<file path="src/rtl/bouncy_pkg.sv">
// -----------------------------------------------------------------------------
// bouncy_pkg
// Shared definitions for the bouncing-point frame path: the scheduler FSM state
// type, frame geometry, the default SYNC byte and the frame checksum helper.
// Imported by the scheduler, the position generator and the testbench, so all
// three agree on what a frame looks like.
// -----------------------------------------------------------------------------
package bouncy_pkg;

    // Frame: SYNC, X, Y, CHK
    localparam int          FRAME_LEN         = 4;
    localparam logic [7:0]  SYNC_BYTE_DEFAULT = 8'hA5;
    localparam logic [7:0]  DROP_MAX          = 8'hFF;

    // Scheduler states, in the order they are visited for one frame.
    typedef enum logic [2:0] {
        IDLE    = 3'd0,
        STEP    = 3'd1,
        SNAP    = 3'd2,
        TX_SYNC = 3'd3,
        TX_X    = 3'd4,
        TX_Y    = 3'd5,
        TX_CHK  = 3'd6
    } state_t;

    // 8-bit XOR over the frame header and payload; x/y are raw bytes, the
    // sign is never interpreted and there are no carries.
    function automatic logic [7:0] frame_chk(input logic [7:0] sync,
                                             input logic [7:0] x,
                                             input logic [7:0] y);
        return sync ^ x ^ y;
    endfunction

endpackage

</file>
<file path="src/rtl/bouncy_frame_sched_tick_div.sv">
// -----------------------------------------------------------------------------
// bouncy_tick_div
// Step-rate divider. Counts 0..TICK_DIV-1 while enable is high and raises tick
// during the last count, then wraps. With enable low the counter is held at 0,
// so the next enable always starts a full period.
//
// Ports
//   clk     in  1  system clock
//   rst_n   in  1  asynchronous active-low reset
//   enable  in  1  run the divider
//   tick    out 1  high for one cycle every TICK_DIV enabled cycles
// -----------------------------------------------------------------------------
module bouncy_tick_div #(
    parameter int TICK_DIV = 50000     // legal range >= 2
) (
    input  logic clk,
    input  logic rst_n,
    input  logic enable,
    output logic tick
);

    localparam int             CW   = $clog2(TICK_DIV);
    localparam logic [CW-1:0]  LAST = CW'(TICK_DIV - 1);

    logic [CW-1:0] count;

    // NOTE: sequential state is written with non-blocking assignments only, so
    // every flop samples the pre-edge value of every other flop.
    always_ff @(posedge clk or negedge rst_n) begin
        if (!rst_n) begin
            count <= '0;
        end else if (!enable) begin
            count <= '0;
        end else if (count == LAST) begin
            count <= '0;
        end else begin
            count <= count + 1'b1;
        end
    end

    // Gated with enable so a falling enable can never leak a final tick.
    assign tick = enable && (count == LAST);

endmodule

</file>
<file path="src/rtl/bouncy_frame_sched.sv">
// -----------------------------------------------------------------------------
// bouncy_frame_sched
// Owns all step timing for the bouncing-point generator. On every divider tick
// (while idle) it pulses step_o once, snapshots the generator's new x/y, and
// streams the frame SYNC, X, Y, CHK to the UART transmitter over a valid/ready
// byte handshake. Ticks that arrive while a frame is in flight are counted in
// drop_cnt (saturating) instead of stepping the generator.
//
// Ports
//   clk       in  1  system clock, all logic on posedge
//   rst_n     in  1  asynchronous active-low reset; aborts any frame
//   enable    in  1  level; run the tick divider and start frames
//   step_o    out 1  one-cycle advance pulse to the position generator
//   x_i       in  8  generator x (two's complement), valid the cycle after step_o
//   y_i       in  8  generator y (two's complement), valid the cycle after step_o
//   tx_data   out 8  byte to UART TX, stable while tx_valid && !tx_ready
//   tx_valid  out 1  tx_data valid, registered, held until accepted
//   tx_ready  in  1  UART TX accepts on tx_valid && tx_ready
//   busy      out 1  high in every state except IDLE
//   drop_cnt  out 8  ticks lost to an in-flight frame, saturates at 255
// -----------------------------------------------------------------------------
module bouncy_frame_sched
    import bouncy_pkg::*;
#(
    parameter int         TICK_DIV  = 50000,
    parameter logic [7:0] SYNC_BYTE = SYNC_BYTE_DEFAULT
) (
    input  logic       clk,
    input  logic       rst_n,
    input  logic       enable,
    output logic       step_o,
    input  logic [7:0] x_i,
    input  logic [7:0] y_i,
    output logic [7:0] tx_data,
    output logic       tx_valid,
    input  logic       tx_ready,
    output logic       busy,
    output logic [7:0] drop_cnt
);

    state_t     state;
    logic       tick;
    logic       accept;
    logic [7:0] x_q;
    logic [7:0] y_q;
    logic [7:0] chk_q;

    bouncy_tick_div #(
        .TICK_DIV (TICK_DIV)
    ) u_tick_div (
        .clk    (clk),
        .rst_n  (rst_n),
        .enable (enable),
        .tick   (tick)
    );

    // tx_ready only decides whether the FSM moves on; it never reaches
    // tx_valid combinationally, so the UART side sees a clean registered valid.
    assign accept = tx_valid && tx_ready;

    // -------------------------------------------------------------------------
    // Frame FSM with registered outputs. Each transition loads the outputs that
    // belong to the state being entered, so step_o/tx_valid/tx_data/busy line
    // up exactly with the state register.
    // -------------------------------------------------------------------------
    always_ff @(posedge clk or negedge rst_n) begin
        if (!rst_n) begin
            state    <= IDLE;
            step_o   <= 1'b0;
            tx_valid <= 1'b0;
            tx_data  <= 8'h00;
            busy     <= 1'b0;
            x_q      <= 8'h00;
            y_q      <= 8'h00;
            chk_q    <= 8'h00;
        end else begin
            step_o <= 1'b0;
            case (state)
                IDLE: begin
                    // A tick on the cycle we return to IDLE is taken here, so
                    // back-to-back frames need no dead cycle.
                    if (tick) begin
                        state  <= STEP;
                        step_o <= 1'b1;
                        busy   <= 1'b1;
                    end
                end

                STEP: begin
                    // The generator advances on this edge; its outputs settle
                    // for the SNAP cycle.
                    state <= SNAP;
                end

                SNAP: begin
                    x_q      <= x_i;
                    y_q      <= y_i;
                    chk_q    <= frame_chk(SYNC_BYTE, x_i, y_i);
                    state    <= TX_SYNC;
                    tx_valid <= 1'b1;
                    tx_data  <= SYNC_BYTE;
                end

                TX_SYNC: begin
                    if (accept) begin
                        state   <= TX_X;
                        tx_data <= x_q;
                    end
                end

                TX_X: begin
                    if (accept) begin
                        state   <= TX_Y;
                        tx_data <= y_q;
                    end
                end

                TX_Y: begin
                    if (accept) begin
                        state   <= TX_CHK;
                        tx_data <= chk_q;
                    end
                end

                TX_CHK: begin
                    if (accept) begin
                        state    <= IDLE;
                        tx_valid <= 1'b0;
                        busy     <= 1'b0;
                    end
                end

                default: begin
                    state    <= IDLE;
                    tx_valid <= 1'b0;
                    busy     <= 1'b0;
                end
            endcase
        end
    end

    // -------------------------------------------------------------------------
    // Overrun counter: any tick that finds the FSM outside IDLE is lost.
    // -------------------------------------------------------------------------
    always_ff @(posedge clk or negedge rst_n) begin
        if (!rst_n) begin
            drop_cnt <= 8'h00;
        end else if (tick && (state != IDLE) && (drop_cnt != DROP_MAX)) begin
            drop_cnt <= drop_cnt + 8'd1;
        end
    end

endmodule
</file>
<file path="config.mk">
export PLATFORM = sky130hd
export DESIGN_NAME = bouncy_frame_sched
export DESIGN_NICKNAME = d
export VERILOG_FILES = /design/src/rtl/bouncy_pkg.sv /design/src/rtl/bouncy_frame_sched_tick_div.sv /design/src/rtl/bouncy_frame_sched.sv
export SDC_FILE = /design/constraint.sdc
export NUM_CORES = 1
export LEC_CHECK = 0
export CORE_MARGIN = 3
export CORE_UTILIZATION = 30
export CTS_CLUSTER_SIZE = 8
export DETAILED_ROUTE_END_ITERATION = 8
export GPL_TIMING_DRIVEN = 1
export PLACE_DENSITY = 0.56
export SLEW_MARGIN = 20
export SYNTH_ARGS = -nofsm -noshare
export SYNTH_HDL_FRONTEND = slang
export SYNTH_SLANG_ARGS = --single-unit
</file>
<file path="constraint.sdc">
create_clock -name clk -period 4.5 [get_ports clk]
set_input_delay 0.9 -clock clk [delete_from_list [all_inputs] [get_ports clk]]
set_output_delay 0.9 -clock clk [all_outputs]
set_load 0.01 [all_outputs]
</file>
### Word level (Yosys, flattened, before mapping)

Index checks and enable logic that the tools add are counted.
Widths: inputs -> output; s select.

| storage, ports and cells | value |
|---|---|
| input port bits | 20 |
| output and inout bits | 19 |
| register bits after elaboration | 62 |
| logic and storage cells | 60 |

| cells by class | value |
|---|---|
| $add $sub $neg | 2 |
| bitwise operators | 4 |
| mux-type cells | 18 |
| reduce and logical (&&, ||, !) cells | 13 |
| equal/unequal tests | 13 |

Operators by type and width:

| operator | count |
|---|---|
| $mux 16 | 2 |
| $pmux 8 s4 | 1 |
| $mux 8 | 3 |
| $pmux 3 s7 | 1 |
| $add 16x1->16 const B | 1 |
| $eq 16x16->1 const B | 1 |
| $mux 3 | 5 |
| $ne 2x2->1 const B | 5 |
| $reduce_or 5->1 | 2 |
| $eq 3x3->1 const B | 3 |
| $add 8x1->8 const B | 1 |
| $ne 8x8->1 const B | 1 |
| $xor 8x8->8 | 1 |
| $eq 3x2->1 const B | 2 |
| $pmux 1 s3 | 2 |
| $reduce_and 5->1 | 1 |
| $logic_and 1x1->1 | 4 |
| $mux 1 | 4 |
| $not 4->4 | 1 |
| $reduce_and 4->1 | 1 |
| $reduce_bool 4->1 | 1 |
| $eq 3x1->1 const B | 1 |
| $logic_not 3->1 | 1 |
| $reduce_and 3->1 | 1 |
| 3 further kinds | 4 |

### Logic depth before layout (Yosys ltp)

Gate-level depths: netlist of run 1.

| depth | value |
|---|---|
| word-level depth | 4 |
| gate-level depth with buffers | 6 |
| depth with buffers taken out | 5 |

### By module

From an unflattened synthesis of run 1, not the netlist that was laid out.

| second synthesis, totals | value |
|---|---|
| cell total of the unflattened synthesis | 259 |
| area, all modules | 2997.9 um2 |

Modules (own cells, without submodules):

| module | cells each | area each (um2) | instances | seq. area each (um2) |
|---|---|---|---|---|
| bouncy_frame_sched | 179 | 2155.8 | 1 | 1151.1 |
| bouncy_tick_div | 80 | 842.1 | 1 | 400.4 |

### Worst setup path after synthesis of run 1

No wires, ideal clock.

| path | value |
|---|---|
| path type | input to register |
| start point | input enable |
| end point | register drop_cnt[1] |
| data required time | 4.375 ns |
| stages on the path | 4 |
| arrival time | 1.861 ns |
| path slack | 2.514 ns |
| path buffers | 0 |
| setup time | 0.125 ns |
| cell sequence | and4_1 > nand4_2 > nor2_1 > mux2_2 |

| between the ends | value |
|---|---|
| word-level cells in the longest chain between the ends | 3 |

Ends and longest elaborated chain:

| what | line | text |
|---|---|---|
| start: declaration | bouncy_frame_sched.sv:30 | `input logic enable,` |
| $logic_and 1x1->1 | bouncy_frame_sched_tick_div.sv:42 | `assign tick = enable && (count == LAST);` |
| $logic_and 1x1->1 (2 in series) | bouncy_frame_sched.sv:148 | `end else if (tick && (state != IDLE) && (drop_cnt != DROP_MAX)) begin` |
| end signal: assignment | bouncy_frame_sched.sv:149 | `drop_cnt <= drop_cnt + 8'd1;` |
| end: declaration | bouncy_frame_sched.sv:38 | `output logic [7:0] drop_cnt` |

Every way passes these cells.
A chain may end at the register's enable or synchronous reset.

### Worst setup path after layout of run 1

Same ends and word-level chain as after synthesis.

==> results.md, run 1 <==
Drt
* **number of vias in the routed layout** 2,071
* **Remaining DRCs** 0
* **drt first pass iters** 4
* **number of DRC markers in iteration 0** 58
* **Antenna Violating Nets Remaining** 0
* **per-cell via count in the routed design** 4.76
* **total wirelength of the detailed-routed design** 6030 um
* **average wire length per cell after detail routing** 13.9 um

Clock network
* **CTS root buffer** sky130_fd_sc_hd__clkbuf_8
* **number of sinks handled by clock tree synthesis** 62
* **post-cts sizing count** 0
* **worst-case clock buffer depth** 2
* **setup bufs post-CTS** 0
* **CTS tree** built
* **clock slew at reported path FFs** 0.07 ns
* **H-tree depth reported by CTS** 3
* **Clock Latency Late Sink** 0.33 ns
* **hold-fix buffers at CTS** 0
* **TritonCTS buffer count** 9

STA
* **slew at the pin closest to its max-slew limit** 0.835 ns
* **total of endpoints with negative setup slack in the final report** 0
* **Hold Fails Final Rpt** 0
* **max-slew headroom at the worst pin** 0.443
* **post-layout min period** 2.32 ns
* **Final Max Tran Viols** 0
* **Max Clk Rate** 431 MHz
* **Hold WS** 0.481 ns
* **min setup slack post-route** 2.18 ns
* **worst-case clock skew** 0.00756 ns
* **RSZ-0062 raised after global routing** no
* **Tcrit/Tclk final** 0.515
* **Final TNS setup** 0 ns

Setup path
* **crit path max fanout** 10
* **Critical Path RT** 4.72 ns
* **Worst setup EP type** flip-flop
* **classification of the worst setup path** in -> reg
* **data arrival time of the worst path** 2.54 ns
* **element type at the critical path start** primary input

Logic synthesis
* **warnings from Yosys** 0
* **netlist area before placement** 2920 um^2
* **most used flip-flop cell after synthesis** sky130_fd_sc_hd__dfrtp_1
* **number of storage elements in the synthesis netlist** 62
* **Post-synth EDFFs** 0
* **Post-Syn Instances** 261
* **post-synth net total** 283
* **sequential area share after synthesis** 0.532
* **async set-or-reset flop fraction in the synthesized netlist** 1.00
* **unique cell type count in the Yosys netlist** 41
* **per-instance average area after synthesis** 11.2 um^2

Global route
* **gr ovfl total** 0
* **number of antenna violations at the first check in global routing** 0
* **maximum number of pins on one net before global-route repair** 43
* **wire length of the first global-routing pass** 10,300 um
* **via count of the first global-routing pass** 2,053
* **overall global routing resource usage** 0.117

Status
* **result of the run** completed

Power
* **net switching fraction of the power** 0.322
* **fraction of power consumed by sequential logic** 0.441
* **portion of total power attributed to combinational logic** 0.302
* **Static Leakage** 0.00155 uW
* **share of total power in the clock network** 0.258
* **switching pwr** 625 uW
* **VDD IR-drop max** 0.164 mV
* **power density over the cells** 532 nW/um^2
* **Internal Power** 1310 uW

Worst hold path
* **Worst Hold Class** reg -> reg

Place
* **final weighted congestion in routability-driven placement** 0.750
* **worst slack at placement** 1.82 ns
* **number of buffer cells added on primary ports** 38
* **HPWL after detailed placement** 4120 um

Layout
* **number of nets in the layout** 323
* **P&R area growth vs syn** 24.9%
* **fraction of final layout cells with drive strength greater than 1** 0.141
* **Diodes inserted** 0

Floorplanning
* **Placement Rows** 35
* **starting density of the core** 0.313
* **total core area** 9330 um^2
* **Vert. Die Dim** 105 um
* **boundary pin count** 39
* **die extent in x** 105 um
* **overall die area** 10,900 um^2

Job
* **max-capacitance violation count** 0

==> cell usage in the layout, fill, tap and decap left out, types with 2 or more instances in the layout <==
cell type / count
sky130_fd_sc_hd__dfrtp_1: 62
sky130_fd_sc_hd__clkdlybuf4s50_1: 37
sky130_fd_sc_hd__nand2_1: 19
sky130_fd_sc_hd__nor2_1: 18
sky130_fd_sc_hd__mux2_2: 17
sky130_fd_sc_hd__xor2_1: 16
sky130_fd_sc_hd__o21ai_0: 12
sky130_fd_sc_hd__clkbuf_8: 11
sky130_fd_sc_hd__a21oi_1: 10
sky130_fd_sc_hd__xnor2_1: 10
sky130_fd_sc_hd__nor3_1: 8
sky130_fd_sc_hd__mux2i_1: 8
sky130_fd_sc_hd__nand3_1: 7
sky130_fd_sc_hd__nand4_1: 6
sky130_fd_sc_hd__inv_1: 5
sky130_fd_sc_hd__o2bb2ai_1: 5
sky130_fd_sc_hd__o31ai_1: 4
sky130_fd_sc_hd__and3_1: 4
sky130_fd_sc_hd__a22o_1: 4
sky130_fd_sc_hd__a2bb2oi_1: 4
sky130_fd_sc_hd__and2_1: 3
sky130_fd_sc_hd__and4_1: 3
sky130_fd_sc_hd__or4_1: 3
sky130_fd_sc_hd__nand3_2: 2
sky130_fd_sc_hd__nor4_2: 2
sky130_fd_sc_hd__o211ai_1: 2
sky130_fd_sc_hd__ha_1: 2
sky130_fd_sc_hd__clkbuf_1: 2
==> flip-flops by register name (all words and copies together) (netlist names) <==
register and flops:
y_q 8, busy 1, drop_cnt 8, state 3, u_tick_div.count 16, step_o 1, tx_data 8, chk_q 8
x_q 8, tx_valid 1
==> cells by family (layout without fill, tap and decap cells) <==
| group | after synthesis | in the layout | synth area share |
|---|---|---|---|
| AO/OA/AOI/OAI | 45 | 45 | 0.104 |
| XOR/XNOR | 26 | 26 | 0.0781 |
| adder cells (fa/ha/maj) | 2 | 2 | 0.00858 |
| buffers and inverters | 17 | 62 | 0.0240 |
| flip-flops | 62 | 62 | 0.532 |
| multiplexers | 25 | 25 | 0.0931 |
| AND/OR/NAND/NOR | 84 | 84 | 0.160 |
==> layout make-up <==
cell class | instances | area, um^2
sequential | 62 | 1550
multi-input combinational | 182 | 1290
clock inverter | 3 | 42.5
fill | 928 | 5690
tap | 129 | 161
inverter | 6 | 22.5
timing repair buffer | 40 | 410
clock buffer | 13 | 159
==> cell usage after synthesis (2+ instances only) <==
library cell | instances | area (um^2)
sky130_fd_sc_hd__and2_1 | 3 | 18.8
sky130_fd_sc_hd__o2bb2ai_1 | 5 | 43.8
sky130_fd_sc_hd__a22o_1 | 4 | 35.0
sky130_fd_sc_hd__clkbuf_1 | 6 | 22.5
sky130_fd_sc_hd__or4_1 | 3 | 22.5
sky130_fd_sc_hd__nand3_2 | 2 | 20.0
sky130_fd_sc_hd__o31ai_1 | 4 | 30.0
sky130_fd_sc_hd__ha_1 | 2 | 25.0
sky130_fd_sc_hd__and3_1 | 4 | 25.0
sky130_fd_sc_hd__mux2_2 | 17 | 191
sky130_fd_sc_hd__and4_1 | 3 | 26.3
sky130_fd_sc_hd__buf_2 | 5 | 25.0
sky130_fd_sc_hd__nor4_2 | 2 | 25.0
sky130_fd_sc_hd__o211ai_1 | 2 | 15.0
sky130_fd_sc_hd__xnor2_1 | 10 | 87.6
sky130_fd_sc_hd__nor3_1 | 8 | 40.0
sky130_fd_sc_hd__xor2_1 | 16 | 140
sky130_fd_sc_hd__a21oi_1 | 10 | 50.1
sky130_fd_sc_hd__inv_1 | 5 | 18.8
sky130_fd_sc_hd__nand3_1 | 7 | 35.0
sky130_fd_sc_hd__nand2_1 | 19 | 71.3
sky130_fd_sc_hd__dfrtp_1 | 62 | 1550
sky130_fd_sc_hd__a2bb2oi_1 | 4 | 35.0
sky130_fd_sc_hd__nand4_1 | 6 | 37.5
sky130_fd_sc_hd__mux2i_1 | 8 | 80.1
sky130_fd_sc_hd__nor2_1 | 18 | 67.6
sky130_fd_sc_hd__o21ai_0 | 12 | 60.1
==> per-stage QoR <==
step / cells / total power (uW) / cell area [um^2] / utilization
floorplan: 261 / 1270 / 2920 / -
global placement: 418 / 1440 / 3410 / 0.366
detailed placement: 418 / 1460 / 3410 / 0.366
CTS: 434 / 1960 / 3610 / 0.387
global route: 435 / 2070 / 3640 / 0.390
finish: 435 / 1940 / 3640 / 0.390
==> worst paths after layout <==
| check | from | to | slack [ns] | depth (start not counted) |
|---|---|---|---|---|
| max | enable | drop_cnt[1]$_DFFE_PN0P_ | 2.18 | 5 |
| min | chk_q[3]$_DFFE_PN0P_ | chk_q[3]$_DFFE_PN0P_ | 0.48 | 2 |
| max reg2reg | state[0]$_DFFE_PN0P_ | x_q[5]$_DFFE_PN0P_ | 2.40 | 2 |
| min reg2reg | chk_q[3]$_DFFE_PN0P_ | chk_q[3]$_DFFE_PN0P_ | 0.48 | 2 |
| max in group asynchronous | rst_n | x_q[7]$_DFFE_PN0P_ | 3.08 | 3 |
| min in group asynchronous | rst_n | y_q[3]$_DFFE_PN0P_ | 0.57 | 1 |
==> layer usage <==
layer | track usage | up-vias | wire (um)
li1 | - | 1017 | -
met1 | 0.163 | 1007 | 2960
met2 | 0.175 | 38 | 2760
met3 | 0.0222 | 9 | 200
met4 | 0.0562 | 0 | 110
met5 | 0 | - | 0
==> worst max-delay path, cell delays in order <==
cell	delay [ns]
sky130_fd_sc_hd__clkdlybuf4s50_1	0.50
sky130_fd_sc_hd__and4_1	0.21
sky130_fd_sc_hd__nand4_2	0.30
sky130_fd_sc_hd__nor2_1	0.28
sky130_fd_sc_hd__mux2_2	0.35
==> power by group through the flow <==
stage	Clock [uW]	Sequential [uW]	Combinational (uW)
after floorplan	0	802	467
after global placement	0	859	579
after detailed placement	0	865	593
after CTS	513	854	595
after global routing	538	880	655
final	500	854	585
No activity file was read; power rests on OpenSTA's default activity.
==> run 2, diff against run 1 <==
==> constraint.sdc (replaced) <==
create_clock -name clk -period 2.4 [get_ports clk]
set_input_delay 0.48 -clock clk [delete_from_list [all_inputs] [get_ports clk]]
set_output_delay 0.48 -clock clk [all_outputs]
set_load 0.01 [all_outputs]
==> run 2 against run 1 <==
Net effect: routed wire length down 3.3%; final area is 0.55% higher; sequential cell count unchanged; via count decreased by 0.87%; sequential power up 81%; hold slack got worse by 0.33 ns; power is 89% higher; non-clock buffer count grew 3; cell count increased by 0.46%; largest cell class unchanged.
==> results.md, run 2 (same netlist as run 1, synthesis figures left out) <==
Clock network
* **number of sinks handled by clock tree synthesis** 62, unchanged
* **CTS tree** built
* **clock slew at reported path FFs** 0.07 ns, about the same
* **H-tree depth reported by CTS** 3, unchanged
* **CTS root buffer** sky130_fd_sc_hd__clkbuf_8
* **TritonCTS buffer count** 9, unchanged
* **setup bufs post-CTS** 0, unchanged
* **Clock Latency Late Sink** 0.33 ns, about the same
* **hold-fix buffers at CTS** 0, unchanged
* **post-cts sizing count** 0, unchanged
* **worst-case clock buffer depth** 2, unchanged

STA
* **slew at the pin closest to its max-slew limit** 0.459 ns, -0.376 ns
* **post-layout min period** 1.87 ns
* **Tcrit/Tclk final** 0.779
* **total of endpoints with negative setup slack in the final report** 0, unchanged
* **Final TNS setup** 0 ns, unchanged
* **Final Max Tran Viols** 0, unchanged
* **max-slew headroom at the worst pin** 0.693, +0.250
* **RSZ-0062 raised after global routing** no
* **min setup slack post-route** 0.531 ns, -1.65 ns
* **worst-case clock skew** 0.00703 ns, -0.000525 ns
* **Hold Fails Final Rpt** 0, unchanged
* **Max Clk Rate** 535 MHz
* **Hold WS** 0.152 ns, -0.328 ns

Drt
* **average wire length per cell after detail routing** 13.3 um, -3.7%
* **drt first pass iters** 4, unchanged
* **number of DRC markers in iteration 0** 110, +90%
* **Antenna Violating Nets Remaining** 0, unchanged
* **total wirelength of the detailed-routed design** 5830 um, -3.3%
* **number of vias in the routed layout** 2,053, -0.87%
* **per-cell via count in the routed design** 4.70, -1.3%
* **Remaining DRCs** 0, unchanged

Floorplanning
* **total core area** 9330 um^2, unchanged
* **Placement Rows** 35, unchanged
* **boundary pin count** 39, unchanged
* **Vert. Die Dim** 105 um, unchanged
* **starting density of the core** 0.313, unchanged
* **overall die area** 10,900 um^2, unchanged
* **die extent in x** 105 um, unchanged

Power
* **VDD IR-drop max** 0.377 mV, +130%
* **fraction of power consumed by sequential logic** 0.424, -0.017
* **Internal Power** 2510 uW, +91%
* **switching pwr** 1150 uW, +84%
* **share of total power in the clock network** 0.257, about the same
* **power density over the cells** 999 nW/um^2, +88%
* **portion of total power attributed to combinational logic** 0.318, +0.016
* **net switching fraction of the power** 0.314, -0.00781
* **Static Leakage** 0.00157 uW, +0.99%

Layout
* **largest reg by FF count** u_tick_div.count
* **number of nets in the layout** 326, +0.93%
* **utilization after layout** 0.393, +0.00215
* **commonest cells after routing, fill and taps aside** 62 x sky130_fd_sc_hd__dfrtp_1, 37 x sky130_fd_sc_hd__clkdlybuf4s50_1, 19 x sky130_fd_sc_hd__nand2_1, 18 x sky130_fd_sc_hd__nor2_1, 17 x sky130_fd_sc_hd__mux2_2
* **FILL cells** 912, -1.7%
* **commonest non-fill, non-tap cell in the layout** sky130_fd_sc_hd__dfrtp_1
* **P&R area growth vs syn** 25.6%
* **non-filler instance count after layout** 437, +0.46%
* **max FFs per register** 16, unchanged
* **fraction of final layout cells with drive strength greater than 1** 0.149, +0.00883
* **Diodes inserted** 0, unchanged

Global route
* **number of antenna violations at the first check in global routing** 0, unchanged
* **overall global routing resource usage** 0.112, -0.00476
* **via count of the first global-routing pass** 2,071, +0.88%
* **gr ovfl total** 0, unchanged
* **wire length of the first global-routing pass** 9960 um, -3.5%
* **maximum number of pins on one net before global-route repair** 63, +47%

Setup path
* **element type at the critical path start** flip-flop
* **largest stage delay on the critical path** 0.59 ns, +0.09 ns
* **crit path max fanout** 6, -4
* **Largest delay share family, worst path** buffers and inverters
* **Worst setup EP type** primary output
* **crit path max-delay cell type** sky130_fd_sc_hd__clkdlybuf4s50_1
* **worst-path cell chain** clkdlybuf4s50_1
* **Critical Path RT** 1.92 ns, -2.80 ns
* **setup slack, reg-to-reg** 0.61 ns, -1.79 ns
* **data arrival time of the worst path** 1.39 ns, -1.15 ns
* **worst path bufs/invs** 1, unchanged
* **classification of the worst setup path** reg -> out

Place
* **worst slack at placement** 0.258 ns, -1.56 ns
* **HPWL after detailed placement** 4080 um, -1.1%
* **number of buffer cells added on primary ports** 38, unchanged
* **number of cells after detailed placement** 422, +0.96%
* **final weighted congestion in routability-driven placement** 0.786, +4.8%

Status
* **result of the run** completed

Worst hold path
* **Worst Hold Class** in -> async

Job
* **max-capacitance violation count** 0, unchanged

[run 2: cell count changes in the layout (fill, tap and decap cells not counted)]
| cell | previous run | this run |
|---|---|---|
| sky130_fd_sc_hd__buf_12 | 0 | 1 |
| sky130_fd_sc_hd__clkbuf_1 | 2 | 0 |
| sky130_fd_sc_hd__buf_4 | 1 | 4 |
| sky130_fd_sc_hd__or3_1 | 0 | 1 |
| sky130_fd_sc_hd__or3_2 | 1 | 0 |
| sky130_fd_sc_hd__clkbuf_8 | 11 | 12 |
| sky130_fd_sc_hd__buf_16 | 1 | 0 |
[run 2: final timing paths]
kind | start | to | cells after the start
max | drop_cnt[0]$_DFFE_PN0P_ | drop_cnt[0] | 1
min | rst_n | chk_q[0]$_DFFE_PN0P_ | 2
max reg2reg | u_tick_div.count[13]$_DFF_PN0_ | drop_cnt[7]$_DFFE_PN0P_ | 5
min reg2reg | chk_q[5]$_DFFE_PN0P_ | chk_q[5]$_DFFE_PN0P_ | 2
max in group asynchronous | rst_n | u_tick_div.count[11]$_DFF_PN0_ | 2
min in group clk | chk_q[5]$_DFFE_PN0P_ | chk_q[5]$_DFFE_PN0P_ | 2
[run 2: power groups by stage]
stage / logic [uW] / registers [uW] / clock network [uW]
2_1_floorplan: 876 / 1500 / 0
3_3_place_gp: 1150 / 1570 / 0
3_5_place_dp: 1190 / 1570 / 0
4_1_cts: 1190 / 1560 / 976
5_1_grt: 1320 / 1590 / 1020
6_report: 1160 / 1550 / 942
[run 2: layout make-up]
class / instances / area, um^2 / area share
flip-flops and latches: 62 / 1550 / 0.424
well taps: 129 / 161 / 0.0441
repair buffers: 43 / 425 / 0.116
inverters: 6 / 22.5 / 0.00615
multi-input cells: 182 / 1290 / 0.353
clock inverters: 3 / 42.5 / 0.0116
clock buffers: 12 / 165 / 0.0451
[run 2: metrics by stage]
step                      area (um^2)  power, uW
after global routing             3660       3930
final                            3660       3660
after CTS                        3660       3720
after floorplan                  2920       2380
after detailed placement         3450       2760
after global placement           3450       2720
[run 2: per-layer routing]
metal  GRT usage  wire length (um)  up-vias  share of wire
met2       0.175              2720       33           0.47
met3      0.0216               186        8          0.032
met4      0.0534                95        0          0.016
li1            -                 -     1030              -
met5           0                 0        -              0
met1       0.151              2820      982           0.48
